## config.mk

```make
export PLATFORM = sky130hd
export DESIGN_NAME = biu_mux
export DESIGN_NICKNAME = d
export VERILOG_FILES = /design/src/rtl/biu_pkg.sv /design/src/rtl/biu_decode.sv /design/src/rtl/biu_mux.sv
export SDC_FILE = /design/constraint.sdc
export NUM_CORES = 1
export LEC_CHECK = 0
export CORE_AREA = 2 2 139 141
export DETAILED_ROUTE_END_ITERATION = 10
export DIE_AREA = 0 0 141 143
export GPL_TIMING_DRIVEN = 0
export PLACE_DENSITY = 0.82
export SYNTH_ARGS = -nofsm -noshare
export SYNTH_HDL_FRONTEND = slang
export SYNTH_SLANG_ARGS = --single-unit
```

## constraint.sdc

```tcl
create_clock -name clk -period 2.44 [get_ports clk]
set_clock_uncertainty 0.15 [all_clocks]
set_input_delay 0.732 -clock clk [delete_from_list [all_inputs] [get_ports clk]]
set_output_delay 0.732 -clock clk [all_outputs]
set_load 0.005 [all_outputs]
```

## src/rtl/biu_pkg.sv

```systemverilog
// Shared types and default decode windows for the bus interface unit.
package biu_pkg;

    typedef enum logic [1:0] {
        ST_IDLE = 2'd0,
        ST_BUSY = 2'd1,
        ST_RESP = 2'd2
    } biu_state_e;

    localparam int ERR_CNT_W = 8;

    localparam int DEF_NSLV = 4;
    localparam int DEF_AW   = 32;

    // Slot i occupies the 4 KiB window starting at i*0x1000; slot 0 is in the low bits.
    localparam logic [DEF_NSLV*DEF_AW-1:0] DEF_BASE = {
        32'h0000_3000, 32'h0000_2000, 32'h0000_1000, 32'h0000_0000
    };
    localparam logic [DEF_NSLV*DEF_AW-1:0] DEF_MASK = {DEF_NSLV{32'hFFFF_F000}};

endpackage

```

## src/rtl/biu_decode.sv

```systemverilog
// Combinational address decoder: per-slot base/mask match, lowest index wins.
module biu_decode
    import biu_pkg::*;
#(
    parameter int                   NSLV = DEF_NSLV,
    parameter int                   AW   = DEF_AW,
    parameter int                   IDXW = (NSLV > 1) ? $clog2(NSLV) : 1,
    parameter logic [NSLV*AW-1:0]   BASE = DEF_BASE,
    parameter logic [NSLV*AW-1:0]   MASK = DEF_MASK
) (
    input  logic [AW-1:0]   addr_i,
    output logic [NSLV-1:0] sel_oh_o,
    output logic [IDXW-1:0] idx_o,
    output logic            hit_o
);

    logic [NSLV-1:0] hit_vec_s;
    logic            first_s;

    // Match every window, then keep only the first hit scanning upward.
    always_comb begin
        hit_vec_s = '0;
        sel_oh_o  = '0;
        idx_o     = '0;
        hit_o     = 1'b0;
        first_s   = 1'b0;
        for (int i = 0; i < NSLV; i++) begin
            hit_vec_s[i] = ((addr_i & MASK[i*AW +: AW]) == BASE[i*AW +: AW]);
        end
        for (int i = 0; i < NSLV; i++) begin
            first_s     = hit_vec_s[i] & ~hit_o;
            sel_oh_o[i] = first_s;
            idx_o       = first_s ? IDXW'(i) : idx_o;
            hit_o       = hit_o | hit_vec_s[i];
        end
    end

endmodule

```

## src/rtl/biu_mux.sv

```systemverilog
// Bus interface unit routing one master port to NSLV slaves via req/ack.
// Optional bus-stall timeout is enabled by defining BIU_TIMEOUT_EN.
module biu_mux
    import biu_pkg::*;
#(
    parameter int                   NSLV    = DEF_NSLV,
    parameter int                   DW      = 32,
    parameter int                   AW      = DEF_AW,
    parameter logic [NSLV*AW-1:0]   BASE    = DEF_BASE,
    parameter logic [NSLV*AW-1:0]   MASK    = DEF_MASK,
    parameter int                   TIMEOUT = 15
) (
    input  logic                    clk,
    input  logic                    reset,
    input  logic                    m_req,
    input  logic [AW-1:0]           m_addr,
    input  logic [DW-1:0]           m_wdata,
    input  logic [DW/8-1:0]         m_we,
    output logic [DW-1:0]           m_rdata,
    output logic                    m_ack,
    output logic                    m_err,
    output logic [NSLV-1:0]         s_req,
    output logic [AW-1:0]           s_addr,
    output logic [DW-1:0]           s_wdata,
    output logic [NSLV*DW/8-1:0]    s_we,
    input  logic [NSLV*DW-1:0]      s_rdata,
    input  logic [NSLV-1:0]         s_ack,
    output logic [ERR_CNT_W-1:0]    err_cnt,
    output logic [AW-1:0]           err_addr
);

    localparam int BW   = DW / 8;
    localparam int IDXW = (NSLV > 1) ? $clog2(NSLV) : 1;

    if (NSLV < 1 || NSLV > 8) begin : g_bad_nslv
        $error("biu_mux: NSLV must be 1..8");
    end
    if ((DW % 8) != 0) begin : g_bad_dw
        $error("biu_mux: DW must be a multiple of 8");
    end
    if (TIMEOUT < 1 || TIMEOUT > 255) begin : g_bad_timeout
        $error("biu_mux: TIMEOUT must be 1..255");
    end

    biu_state_e             state_q, state_d;
    logic [IDXW-1:0]        idx_q, idx_d;
    logic [NSLV-1:0]        sel_q, sel_d;
    logic [AW-1:0]          addr_q, addr_d;
    logic [DW-1:0]          wdata_q, wdata_d;
    logic [BW-1:0]          we_q, we_d;
    logic [DW-1:0]          rdata_q, rdata_d;
    logic                   err_q, err_d;
    logic [ERR_CNT_W-1:0]   err_cnt_q, err_cnt_d;
    logic [AW-1:0]          err_addr_q, err_addr_d;
`ifdef BIU_TIMEOUT_EN
    localparam logic [7:0]  TO_LIM = TIMEOUT[7:0];
    logic [7:0]             wait_q, wait_d;
`endif

    logic [NSLV-1:0]        dec_sel_s;
    logic [IDXW-1:0]        dec_idx_s;
    logic                   dec_hit_s;

    biu_decode #(
        .NSLV (NSLV),
        .AW   (AW),
        .IDXW (IDXW),
        .BASE (BASE),
        .MASK (MASK)
    ) u_decode (
        .addr_i   (m_addr),
        .sel_oh_o (dec_sel_s),
        .idx_o    (dec_idx_s),
        .hit_o    (dec_hit_s)
    );

    // State and datapath registers; reset aborts any transaction at once.
    always_ff @(posedge clk or negedge reset) begin
        if (!reset) begin
            state_q    <= ST_IDLE;
            idx_q      <= '0;
            sel_q      <= '0;
            addr_q     <= '0;
            wdata_q    <= '0;
            we_q       <= '0;
            rdata_q    <= '0;
            err_q      <= 1'b0;
            err_cnt_q  <= '0;
            err_addr_q <= '0;
`ifdef BIU_TIMEOUT_EN
            wait_q     <= 8'd0;
`endif
        end else begin
            state_q    <= state_d;
            idx_q      <= idx_d;
            sel_q      <= sel_d;
            addr_q     <= addr_d;
            wdata_q    <= wdata_d;
            we_q       <= we_d;
            rdata_q    <= rdata_d;
            err_q      <= err_d;
            err_cnt_q  <= err_cnt_d;
            err_addr_q <= err_addr_d;
`ifdef BIU_TIMEOUT_EN
            wait_q     <= wait_d;
`endif
        end
    end

    // Next-state and latch logic for the IDLE/BUSY/RESP sequence.
    always_comb begin
        state_d    = state_q;
        idx_d      = idx_q;
        sel_d      = sel_q;
        addr_d     = addr_q;
        wdata_d    = wdata_q;
        we_d       = we_q;
        rdata_d    = rdata_q;
        err_d      = err_q;
        err_cnt_d  = err_cnt_q;
        err_addr_d = err_addr_q;
`ifdef BIU_TIMEOUT_EN
        wait_d     = wait_q;
`endif
        case (state_q)
            ST_IDLE: begin
                if (m_req) begin
                    addr_d = m_addr;
                    if (dec_hit_s) begin
                        idx_d   = dec_idx_s;
                        sel_d   = dec_sel_s;
                        wdata_d = m_wdata;
                        we_d    = m_we;
                        err_d   = 1'b0;
`ifdef BIU_TIMEOUT_EN
                        wait_d  = 8'd0;
`endif
                        state_d = ST_BUSY;
                    end else begin
                        sel_d   = '0;
                        err_d   = 1'b1;
                        rdata_d = '0;
                        state_d = ST_RESP;
                    end
                end else begin
                    state_d = ST_IDLE;
                end
            end
            ST_BUSY: begin
                if (s_ack[idx_q]) begin
                    rdata_d = s_rdata[int'(idx_q)*DW +: DW];
                    err_d   = 1'b0;
                    state_d = ST_RESP;
                end else begin
`ifdef BIU_TIMEOUT_EN
                    if (wait_q == TO_LIM) begin
                        rdata_d = '0;
                        err_d   = 1'b1;
                        state_d = ST_RESP;
                    end else begin
                        wait_d  = wait_q + 8'd1;
                        state_d = ST_BUSY;
                    end
`else
                    state_d = ST_BUSY;
`endif
                end
            end
            ST_RESP: begin
                state_d = ST_IDLE;
                if (err_q) begin
                    err_addr_d = addr_q;
                    err_cnt_d  = (err_cnt_q == {ERR_CNT_W{1'b1}}) ? err_cnt_q
                                                                  : err_cnt_q + 8'd1;
                end else begin
                    err_addr_d = err_addr_q;
                end
            end
            default: begin
                state_d = ST_IDLE;
            end
        endcase
    end

    // Outputs derive only from registered state, never from live inputs.
    always_comb begin
        s_req = '0;
        s_we  = '0;
        m_ack = 1'b0;
        m_err = 1'b0;
        case (state_q)
            ST_BUSY: begin
                s_req = sel_q;
                for (int i = 0; i < NSLV; i++) begin
                    s_we[i*BW +: BW] = sel_q[i] ? we_q : '0;
                end
            end
            ST_RESP: begin
                m_ack = 1'b1;
                m_err = err_q;
            end
            default: begin
                s_req = '0;
            end
        endcase
    end

    assign m_rdata  = rdata_q;
    assign s_addr   = addr_q;
    assign s_wdata  = wdata_q;
    assign err_cnt  = err_cnt_q;
    assign err_addr = err_addr_q;

endmodule

```

==> results of run 1 <==
placed cells by master (no fill, tap or decap), drive strengths merged, types with 3 or more instances in the layout:
master | Yosys | final
and2 | 4 | 4
and3 | 17 | 17
buf | 14 | 62
bufbuf | 0 | 3
clkbuf | 20 | 37
clkdlybuf4s50 | 0 | 321
clkinv | 0 | 5
clkinvlp | 0 | 3
dfrtp | 149 | 149
dlygate4sd2 | 0 | 10
dlymetal6s2s | 0 | 6
inv | 36 | 43
mux2 | 39 | 39
mux2i | 34 | 34
mux4 | 32 | 32
nand2 | 227 | 227
nand3 | 3 | 3
nor4 | 6 | 6
o21ai | 3 | 3
xnor2 | 5 | 5
area by class of cell:
cell class | instances | area [sq um] | share of cell area
Timing Repair Buffer | 390 | 3870 | 0.330
Sequential cell | 149 | 3730 | 0.317
Multi-Input combinational cell | 397 | 2930 | 0.249
Clock buffer | 17 | 425 | 0.0362
Tap cell | 234 | 293 | 0.0249
Buffer | 33 | 235 | 0.0200
Inverter | 36 | 135 | 0.0115
Clock inverter | 15 | 123 | 0.0104
Antenna cell | 1 | 2.50 | 0.000213
synth_stat cells, drive strengths merged:
| cell | number | area [sq um] |
|---|---|---|
| mux2 | 39 | 439 |
| a21oi | 1 | 5.00 |
| mux4 | 32 | 721 |
| dfrtp | 149 | 3730 |
| nor3 | 1 | 10.0 |
| nand3 | 3 | 20.0 |
| o21ai | 3 | 15.0 |
| nor4 | 6 | 50.0 |
| nor2b | 2 | 12.5 |
| inv | 36 | 135 |
| mux2i | 34 | 340 |
| and3 | 17 | 106 |
| a41oi | 1 | 8.76 |
| nor3b | 1 | 7.51 |
| a21o | 2 | 15.0 |
| xor2 | 2 | 17.5 |
| nand4 | 2 | 12.5 |
| clkbuf | 20 | 75.1 |
| nor2 | 1 | 3.75 |
| a32o | 2 | 20.0 |
| xnor2 | 5 | 43.8 |
| and4 | 1 | 8.76 |
| nand2 | 227 | 852 |
| buf | 14 | 96.3 |
| or3b | 2 | 17.5 |
| ha | 1 | 12.5 |
| a21bo | 1 | 10.0 |
| a311oi | 1 | 8.76 |
| nand2b | 2 | 12.5 |
| o22ai | 1 | 12.5 |
| and2 | 4 | 25.0 |
| nand3b | 2 | 15.0 |
| a211oi | 1 | 20.0 |
registers in the layout (all words and copies together), names as in the netlist:
register,cells
err_addr,32
err_cnt,8
err_q,1
idx_q,2
m_rdata,32
s_addr,32
s_wdata,32
sel_q,4
state_q,2
we_q,4
metrics by stage:
| step | TNS [ns] | cell area (sq um) | hold WS [ns] |
|---|---|---|---|
| after floorplan | 0 | 6880 | 0.286 |
| after global placement | -944.12 | 10800 | 0.308 |
| after detailed placement | -95.64 | 10800 | 0.311 |
| after global routing | -0.434 | 11700 | 0.170 |
| final | 0 | 11700 | 0.132 |
| after CTS | -0.250 | 11700 | 0.158 |
cells by family after synthesis:
family / count (synthesis)
AO/OA/AOI/OAI: 13
XOR/XNOR: 7
adder cells (fa/ha/maj): 1
buffers and inverters: 70
flip-flops: 149
multiplexers: 105
AND/OR/NAND/NOR: 271
per-layer routing:
layer	vias to the layer above	GRT usage
met5	-	0
met4	0	0.0932
met3	42	0.0711
met2	210	0.404
met1	3032	0.282
li1	2874	-
worst paths after layout:
path,to,cells past startpoint
worst min-delay path,m_rdata[10],1
worst max-delay path,s_we[11],5
worst min register to register,err_addr[15],2
min in group clk,err_addr[15],2
worst max register to register,s_wdata[23],7
max in group asynchronous,s_wdata[2],2
report_power, final:
group          switching (uW)  total, uW  internal (uW)  leakage, uW
sequential                285       3150           2860      0.00197
combinational             751       1990           1240      0.00318
clock                    1140       2470           1330     0.000263
timing repair:
action,in CTS,in global routing
setup buffers,24,2
endpoints found under the setup margin,104,58
gates cloned,5,0
pin swaps,8,4
gates resized for setup,140,14
==> metrics.txt, run 1 <==
CTS tree=done; Placed Instances=around 1200; TritonCTS buffer count=17; min Tclk post-route=between 2 and 2.5 ns; I/O pin total=roughly 360; Final WS setup=0.0160 ns; Required @ worst endpoint=between 1.5 and 2 ns; maxcap violations=0; initial DRC count=196; Fill cells=1471; total gr overflow=0; Max stage delay cell, worst path=dfrtp_1; via density per instance=about 4.8; path type of the worst min-delay path=input pin to async pin; worst-skew pair later-pin latency=about 0.41 ns; CTS Sinks=149; mux share of post-synthesis cell area=0.218; Row Count=50; die area=slightly above 20000 sq um; HPWL after detailed placement=about 18000 um; Total Routing Usage GR=0.237; routed len/inst=between 15 and 20 um; final net count=1228; clock root cell=clkbuf_16; Gate Count Post-Synth=616; max frequency=roughly 410 MHz; CP Launch Type=flip-flop; critical path arrival=1.54 ns; post-synthesis compound-gate area fraction=0.0167; Post-Syn Nets=between 800 and 900; die width=around 140 um; Final Hold Fails=0; clock buffer depth=2; Adder-Cell Fraction of Synth Area=0.00182; Placement Setup Slack=-1.14 ns; Top Family by Delay on Critical Path=flip-flops; setup slack, reg-to-reg=0.21 ns; area of the core=around 19000 sq um; max-slew violations=0; Max VDD drop=0.458 mV; pwr dens=around 650 nW/um^2; Die Span Y=143 um; CP max FO=6; CP max stage delay=between 0.4 and 0.5 ns; Worst-path clk slew=~0.070 ns; post-synthesis cell area=6880 sq um; register area share after synthesis=0.542; Worst Path Buf+Inv=3; Leak=around 0.0054 uW; H-tree levels=4; initial antenna violation count=2; post-synthesis simple-gate area fraction=0.168; # setup viols final=0; total wire length=~24000 um; critical path launch point=state_q[1]; largest family of logic cells by synthesized area=multiplexers; synthesis-stage register bit count=149; drt drc=0; Final period util=0.993; Initial Utilization=0.370; first-pass GRT wire length=36300 um; vias in the first global route=about 6700; element type at the critical path end=primary output; routed wl met3=roughly 1500 um; Placer Congestion=between 0.9 and 1; RSZ-0062 raised after global routing=yes; share of layout cells above drive strength 1=0.182; Util after Layout=0.632; Slew @ Worst Pin=approximately 0.63 ns; vias post-DR=6158; reg2reg start=state_q[1]; Finished Layout Cells=around 1300; status=finished, final reports clean; synth warn=0; P&R area growth vs syn=70.8%; antenna viol nets, final=0; hold buffer count at cts=0; M1 wire length=~9600 um; Max-Slew Margin vs Limit=0.582; CP Cell Sequence=nor2b_4, buf_8, clkbuf_16, and3_4, buf_6; drt pass-1 iters=4; highest layer used for signal routing=met4; DR WL met2=around 12000 um; WS Path Type=flip-flop to primary output; XOR/XNOR Fraction of Synth Area=0.00891; largest net degree at the start of global routing=a little under 90; synth unique cells=39; Port Buf Inserts=360; Avg Inst Size Synth=11.2 sq um; Final Total Pwr=7600 uW
Note: power is estimated with default switching activity, not from simulation.
==> inputs of run 2 (changes only) <==
--- a/config.mk
+++ b/config.mk
@@ -5,11 +5,12 @@
 export SDC_FILE = /design/constraint.sdc
 export NUM_CORES = 1
 export LEC_CHECK = 0
-export CORE_AREA = 2 2 139 141
+export CORE_ASPECT_RATIO = 0.6
+export CORE_MARGIN = 2
+export CORE_UTILIZATION = 40
 export DETAILED_ROUTE_END_ITERATION = 10
-export DIE_AREA = 0 0 141 143
 export GPL_TIMING_DRIVEN = 0
-export PLACE_DENSITY = 0.82
+export PLACE_DENSITY = 0.87
 export SYNTH_ARGS = -nofsm -noshare
 export SYNTH_HDL_FRONTEND = slang
 export SYNTH_SLANG_ARGS = --single-unit
==> run 2 against run 1 <==
  * The run now ends with negative setup slack left
  * Flip-flop and latch count did not move
  * Core utilization is 6.6 points higher
  * Combinational power rose by 3%
  * Largest cell class unchanged
  * Largest power group unchanged
==> metrics.txt, run 2 (synthesis gave the netlist of run 1 again) <==
Leak=0.00544 uW; TritonCTS buffer count=17; clock buffer depth=2; routed len/inst=between 15 and 20 um; max-slew violations=0; max frequency=~400 MHz; antenna viol nets, final=0; CTS tree=done; critical path arrival=around 1.6 ns; pwr dens=667 nW/um^2; via density per instance=4.98; min Tclk post-route=2.50 ns; Placement Setup Slack=-1.18 ns; Placer Congestion=around 0.83; die area=18300 sq um; Max VDD drop=between 0.3 and 0.4 mV; Initial Utilization=0.405; P&R area growth vs syn=72.4%; commonest non-fill, non-tap cells in the layout=324 x clkdlybuf4s50_1, 226 x nand2_1, 149 x dfrtp_1; commonest non-fill, non-tap cell in the layout=clkdlybuf4s50_1; total gr overflow=0; clock root cell=clkbuf_16; drt pass-1 iters=5; HPWL after detailed placement=18600 um; element type at the critical path end=primary output; vias in the first global route=about 6500; initial antenna violation count=0; area of the core=17000 sq um; Antenna Cells=0; share of layout cells above drive strength 1=0.184; Required @ worst endpoint=between 1.5 and 2 ns; drt drc=0; Final Hold Fails=0; Final period util=1.02; largest net degree at the start of global routing=between 90 and 100; first-pass GRT wire length=36900 um; Total Routing Usage GR=0.263; die width=~170 um; Slew @ Worst Pin=0.667 ns; Final WS setup=-0.0570 ns; status=finished with violations; reg2reg path depth=6; Max-Slew Margin vs Limit=0.555; Row Count=37; WS Path Type=flip-flop to primary output; initial DRC count=around 440; RSZ-0062 raised after global routing=yes; CTS Sinks=approximately 150; Hold Slack=~0.10 ns; Die Span Y=106 um; # setup viols final=8; failing checks=negative setup slack; final net count=1224; H-tree levels=4; worst-skew pair later-pin latency=between 0.4 and 0.5 ns; Worst-path clk slew=0.07 ns; maxcap violations=0; Port Buf Inserts=between 300 and 400; I/O pin total=361; CP Launch Type=flip-flop; CP max FO=4; vias post-DR=6306; path type of the worst min-delay path=input pin to async pin; total wire length=roughly 24000 um
-- run 2: changes by cell type in the layout (fill, tap and decap cells not counted), moves of 3 or more --
cell | before | now
and3_1 | 12 | 7
buf_4 | 23 | 17
clkdlybuf4s50_1 | 321 | 324
buf_2 | 21 | 15
and3_4 | 5 | 10
dlymetal6s2s_1 | 6 | 10
bufbuf_16 | 3 | 0
buf_6 | 12 | 16
buf_12 | 0 | 4
dlygate4sd2_1 | 10 | 4
-- run 2: final cells by class --
type | count | area (sq um)
inverters | 36 | 139
repair buffers | 387 | 3880
plain buffers | 32 | 255
clock inverters | 14 | 163
multi-input cells | 397 | 2960
flip-flops and latches | 149 | 3730
fillers | 1271 | 5130
well taps | 234 | 293
clock buffers | 18 | 439
-- run 2: routing by layer --
| metal | track usage | part of all wire |
|---|---|---|
| met5 | 0 | 0 |
| met4 | 0.0660 | 0.016 |
| met3 | 0.0729 | 0.075 |
| met2 | 0.455 | 0.50 |
| met1 | 0.328 | 0.41 |
-- run 2: critical path, stage by stage, from the launching register on --
cell,delay [ns]
dfrtp_1,0.41
nor2b_4,0.18
buf_6,0.14
buf_8,0.11
buf_6,0.09
and3_4,0.18
buf_6,0.09
-- run 2: power by group --
group	switching [uW]	internal [uW]
Combinational	780	1270
Sequential	309	2860
Clock	1120	1570
Total	2210	5690
-- run 2: through the flow --
stage	cell area, sq um	power (uW)	cells	setup TNS [ns]	util
global placement	10800	5090	1210	-923.06	0.634
finish	11900	7900	1267	-0.305	0.698
global route	11900	8260	1267	-0.947	0.698
detailed placement	10800	5170	1211	-99.13	0.636
floorplan	6880	3750	616	0	-
CTS	11700	7910	1262	-1.35	0.691
-- run 2: path summary, 6_finish.rpt --
check	from	to	slack, ns
worst max register to register	state_q[0]	err_cnt[1]	0.27
max in group asynchronous	reset	we_q[2]	1.14
worst min register to register	err_addr[2]	err_addr[2]	0.32
worst max-delay path	state_q[1]	s_we[8]	-0.06
min in group clk	err_addr[2]	err_addr[2]	0.32
worst min-delay path	reset	m_rdata[8]	0.10
-- run 2: what timing repair did --
action	4_1_cts	5_1_grt
cloned	1	2
endpoints found under the setup margin	123	109
buffers inserted	19	4
pin swaps	8	5
hold buffers	0	0
gates resized for setup	142	24
==> inputs of run 3 (changes only) <==
--- a/config.mk
+++ b/config.mk
@@ -10,7 +10,8 @@
 export CORE_UTILIZATION = 40
 export DETAILED_ROUTE_END_ITERATION = 10
 export GPL_TIMING_DRIVEN = 0
-export PLACE_DENSITY = 0.87
+export PLACE_DENSITY = 0.81
+export SKIP_LAST_GASP = 1
 export SYNTH_ARGS = -nofsm -noshare
 export SYNTH_HDL_FRONTEND = slang
 export SYNTH_SLANG_ARGS = --single-unit
==> run 3 against run 2 <==
  * The run now ends clean
  * First-iteration DRC count up 7.3%
  * Maximum frequency rose by 4.2%
  * Worst setup slack improved by 0.10 ns
  * Critical path type unchanged
  * Largest cell class unchanged
==> metrics.txt, run 3 (synthesis gave the netlist of run 1 again) <==
status=finished, final reports clean; TritonCTS buffer count=17; area of the core=17000 sq um; commonest non-fill, non-tap cells in the layout=325 x clkdlybuf4s50_1, 226 x nand2_1, 149 x dfrtp_1; I/O pin total=roughly 360; initial antenna violation count=0; pwr dens=660 nW/um^2; first-pass GRT wire length=roughly 36000 um; Util after Layout=0.690; element type at the critical path end=primary output; total wire length=roughly 23000 um; CTS tree=done; Slew @ Worst Pin=0.692 ns; CP Launch Type=flip-flop; die width=~170 um; Final WS setup=roughly 0.045 ns; P&R area growth vs syn=70.5%; vias in the first global route=6341; drt drc=0; final net count=1218; max-slew violations=0; Final Hold Fails=0; Row Count=37; clock root cell=clkbuf_16; die area=around 18000 sq um; antenna viol nets, final=0; RSZ-0062 raised after global routing=yes; routed len/inst=18.5 um; hold buffer count at cts=0; Required @ worst endpoint=between 1.5 and 2 ns; Port Buf Inserts=360; commonest non-fill, non-tap cell in the layout=clkdlybuf4s50_1; initial DRC count=between 400 and 500; Placer Congestion=0.820; drt pass-1 iters=4; H-tree levels=4; worst-skew pair later-pin latency=0.40 ns; CTS Sinks=approximately 150; clock buffer depth=2; Final Total Pwr=between 7000 and 8000 uW; critical path arrival=roughly 1.5 ns; total gr overflow=0; largest net degree at the start of global routing=slightly above 80; Worst-path clk slew=0.07 ns; CP max FO=5; placed cell area=roughly 11000 sq um; Max VDD drop=between 0.4 and 0.5 mV; share of layout cells above drive strength 1=0.177; path type of the worst min-delay path=input pin to async pin; min Tclk post-route=about 2.4 ns; vias post-DR=just over 6000; Final period util=0.982; Post-Layout Inst Area=11700 sq um; Antenna Cells=0; Placement Setup Slack=-1.12 ns; # setup viols final=0; Max-Slew Margin vs Limit=0.539; Die Span Y=around 110 um; max frequency=~420 MHz; Initial Utilization=0.405; maxcap violations=0; HPWL after detailed placement=between 15000 and 20000 um; Hold Slack=~0.18 ns; Total Routing Usage GR=0.257; via density per instance=slightly below 5; Leak=between 0.005 and 0.006 uW; WS Path Type=flip-flop to primary output
-- run 3: cell types whose count changed in the layout (fill, tap and decap cells not counted), moves of 2 or more --
cell and delta:
buf_6 +3, buf_8 -3, clkbuf_16 -3, buf_4 -2, clkbuf_1 +2, clkbuf_2 -2
-- run 3: per-layer routing --
metal  wire length, um  up-vias  share of wire  global-route usage
met5                 0        -              0                   0
met4               207        0         0.0089              0.0490
met3              1450       14          0.062              0.0711
met2             11700      186           0.50               0.440
met1             10000     3067           0.43               0.330
li1                  -     2861              -                   -
-- run 3: final timing paths --
check / endpoint / slack [ns] / startpoint / depth (start not counted)
worst max-delay path: s_we[9] / 0.04 / state_q[1] / 5
max in group asynchronous: s_addr[3] / 1.13 / reset / 2
min in group clk: err_addr[3] / 0.32 / err_addr[3] / 2
worst min-delay path: m_rdata[7] / 0.18 / reset / 1
worst min register to register: err_addr[3] / 0.32 / err_addr[3] / 2
worst max register to register: s_wdata[9] / 0.19 / state_q[0] / 7
-- run 3: per-stage QoR --
| step | std cells | setup TNS (ns) |
|---|---|---|
| 2_1_floorplan | 616 | 0 |
| 4_1_cts | 1260 | -1.73 |
| 5_1_grt | 1261 | -0.319 |
| 6_report | 1261 | 0 |
| 3_3_place_gp | 1210 | -932.94 |
| 3_5_place_dp | 1211 | -93.55 |
-- run 3: final cells by class --
type | count | area [sq um]
Fill cell | 1318 | 5260
Clock buffer | 18 | 439
Timing Repair Buffer | 383 | 3810
Tap cell | 234 | 293
Multi-Input combinational cell | 397 | 2980
Sequential cell | 149 | 3730
Inverter | 36 | 139
Buffer | 30 | 196
Clock inverter | 14 | 140
-- run 3: timing repair --
action                                  CTS  global route
gates cloned                              2             0
pin swaps                                 7             7
buffers inserted                         17             3
endpoints found under the setup margin  106            94
gates resized for setup                 132            26
-- run 3: worst max-delay path, cell delays in order, from the launching register on --
cell,delay [ns]
dfrtp_1,0.42
nor2b_4,0.17
buf_6,0.14
buf_8,0.11
and3_4,0.18
buf_6,0.09
-- run 3: where the power goes --
group          switching [uW]  leakage [uW]  internal, uW
logic                     760       0.00311          1230
registers                 302       0.00197          2860
clock network            1130      0.000274          1460
total                    2190       0.00536          5550
==> patch, RTL diff (flow settings as in run 2) <==
Build with the macro `BIU_TIMEOUT_EN` defined.
--- a/src/rtl/biu_mux.sv
+++ b/src/rtl/biu_mux.sv
@@ -1,5 +1,7 @@
 // Bus interface unit routing one master port to NSLV slaves via req/ack.
 // Optional bus-stall timeout is enabled by defining BIU_TIMEOUT_EN.
+`define BIU_TIMEOUT_EN
+
 module biu_mux
     import biu_pkg::*;
 #(
Function: same outputs for any inputs over 4 cycles, from zero or initial values and one cycle with reset low; that may be too few to reach the edited logic, so the function may still have changed.
==> patch against run 2 <==
  * Final area is 0.63% lower
  * Sequential cell count is 8 higher
  * Hold slack better by 0.084 ns
  * Routed wire length is 0.37% lower
  * Die area is 2.1% higher
  * Register-to-register slack worse by 0.11 ns
  * Power is 12% lower
  * Clock power is 4% lower
  * Sequential share of layout area is 1.9 points higher
  * Synthesized area is 2.1% higher
  * Synthesized cell count is 2.1% lower
  * Worst setup slack better by 0.094 ns
  * Final cell count is 1.7% lower
  * Highest routed layer unchanged
==> patch: results <==
group,metric,value,unit
critical_path,ff2ff_setup_slack,0.16,ns
global_route,grt_pass1_vias,6603,
cells_and_area,fin_nets,1204,
global_route,grt_pass1_wl,36100,microns
detailed_routing,routedWlPerCell,19.2,microns
clock_network,ctsResizeCount,128,
global_route,antenna_found_initial,1,
detailed_routing,drt_wl_total,23900,microns
clock_network,post_cts_buffers,12,
yosys,ys_types,41,
yosys,netlist_top_cells_area,"dfrtp_1, nand2_1, mux4_2",
placement,hpwl,18300,microns
timing,whs,0.186,ns
status,outcome,"completed",
cells_and_area,drive_gt1_share,17.8,%
critical_path,cp_max_fo,3,
critical_path,cp-endpoint,"m_ack",
power_and_ir_drop,p_leak,5.32,nW
power_and_ir_drop,vdd_drop_max,0.000421,V
yosys,netlist_instances,603,
global_route,grt_max_degree,84,
yosys,ys_seq_area_share,55.9,%
yosys,syn_nets,808,
yosys,netlist_top_cells_count,"nand2_1, dfrtp_1, mux2_2, mux4_2, a32o_1",
detailed_routing,first_pass_iters,5,
placement,place_congestion,0.870,
detailed_routing,drt_iter0_markers,344,
detailed_routing,via_per_inst,5.18,
timing,relSlewSlack,42.4,%
global_route,grt_usage,25.3,%
patch: cell count changes in the layout (fill, tap and decap cells not counted), sizes merged, moves of 4 or more:
cell	delta
a32o	+30
nand3	+6
inv	-33
buf	-8
mux2i	-32
dfrtp	+8
a31oi	+4
clkdlybuf4s50	+5
a21oi	+4
clkbuf	+6
nand2	-23
patch: report_power, final:
| part | internal, mW | leakage [nW] | switching [mW] |
|---|---|---|---|
| registers | 2.84 | 2.06 | 0.207 |
| clock network | 1.46 | 0.277 | 1.13 |
| logic | 0.853 | 2.98 | 0.500 |
patch: stage by stage:
stage          setup WS [ns]  area (sq um)
2_1_floorplan         0.0855          7020
3_3_place_gp           -5.92         10900
3_5_place_dp           -1.20         10900
4_1_cts              -0.0228         11700
5_1_grt             -0.00792         11800
6_report              0.0375         11800
patch: layer usage:
metal / track usage (%) / part of all wire, % / up-vias
li1: - / - / 2943
met1: 32.4 / 42 / 3208
met2: 41.3 / 48 / 271
met3: 8.37 / 8.1 / 34
met4: 7.50 / 2.0 / 0
met5: 0 / 0 / -
patch: critical path, stage by stage (launching register included):
cell	delay, ns
dfrtp_2	0.44
buf_4	0.15
buf_4	0.14
nor2b_1	0.12
dlygate4sd2_1	0.28
patch: area by class of cell:
cell class                 instances  area (sq um)
tap                              234           293
timing repair buffer             378          3700
clock inverter                    13           131
inverter                           5          22.5
multi-input combinational        402          3020
buffer                            38           248
fill                            1305          5400
sequential                       157          3930
clock buffer                      19           443
patch: cells by family after synthesis:
kind of cell	synth area share, %
adders and majority gates	0.356
xor gates and xnor gates	0.873
buffers and inverters	2.60
muxes	17.3
and+or+nand+nor	15.7
DFF	55.9
AOI/OAI and AO/OA	7.25
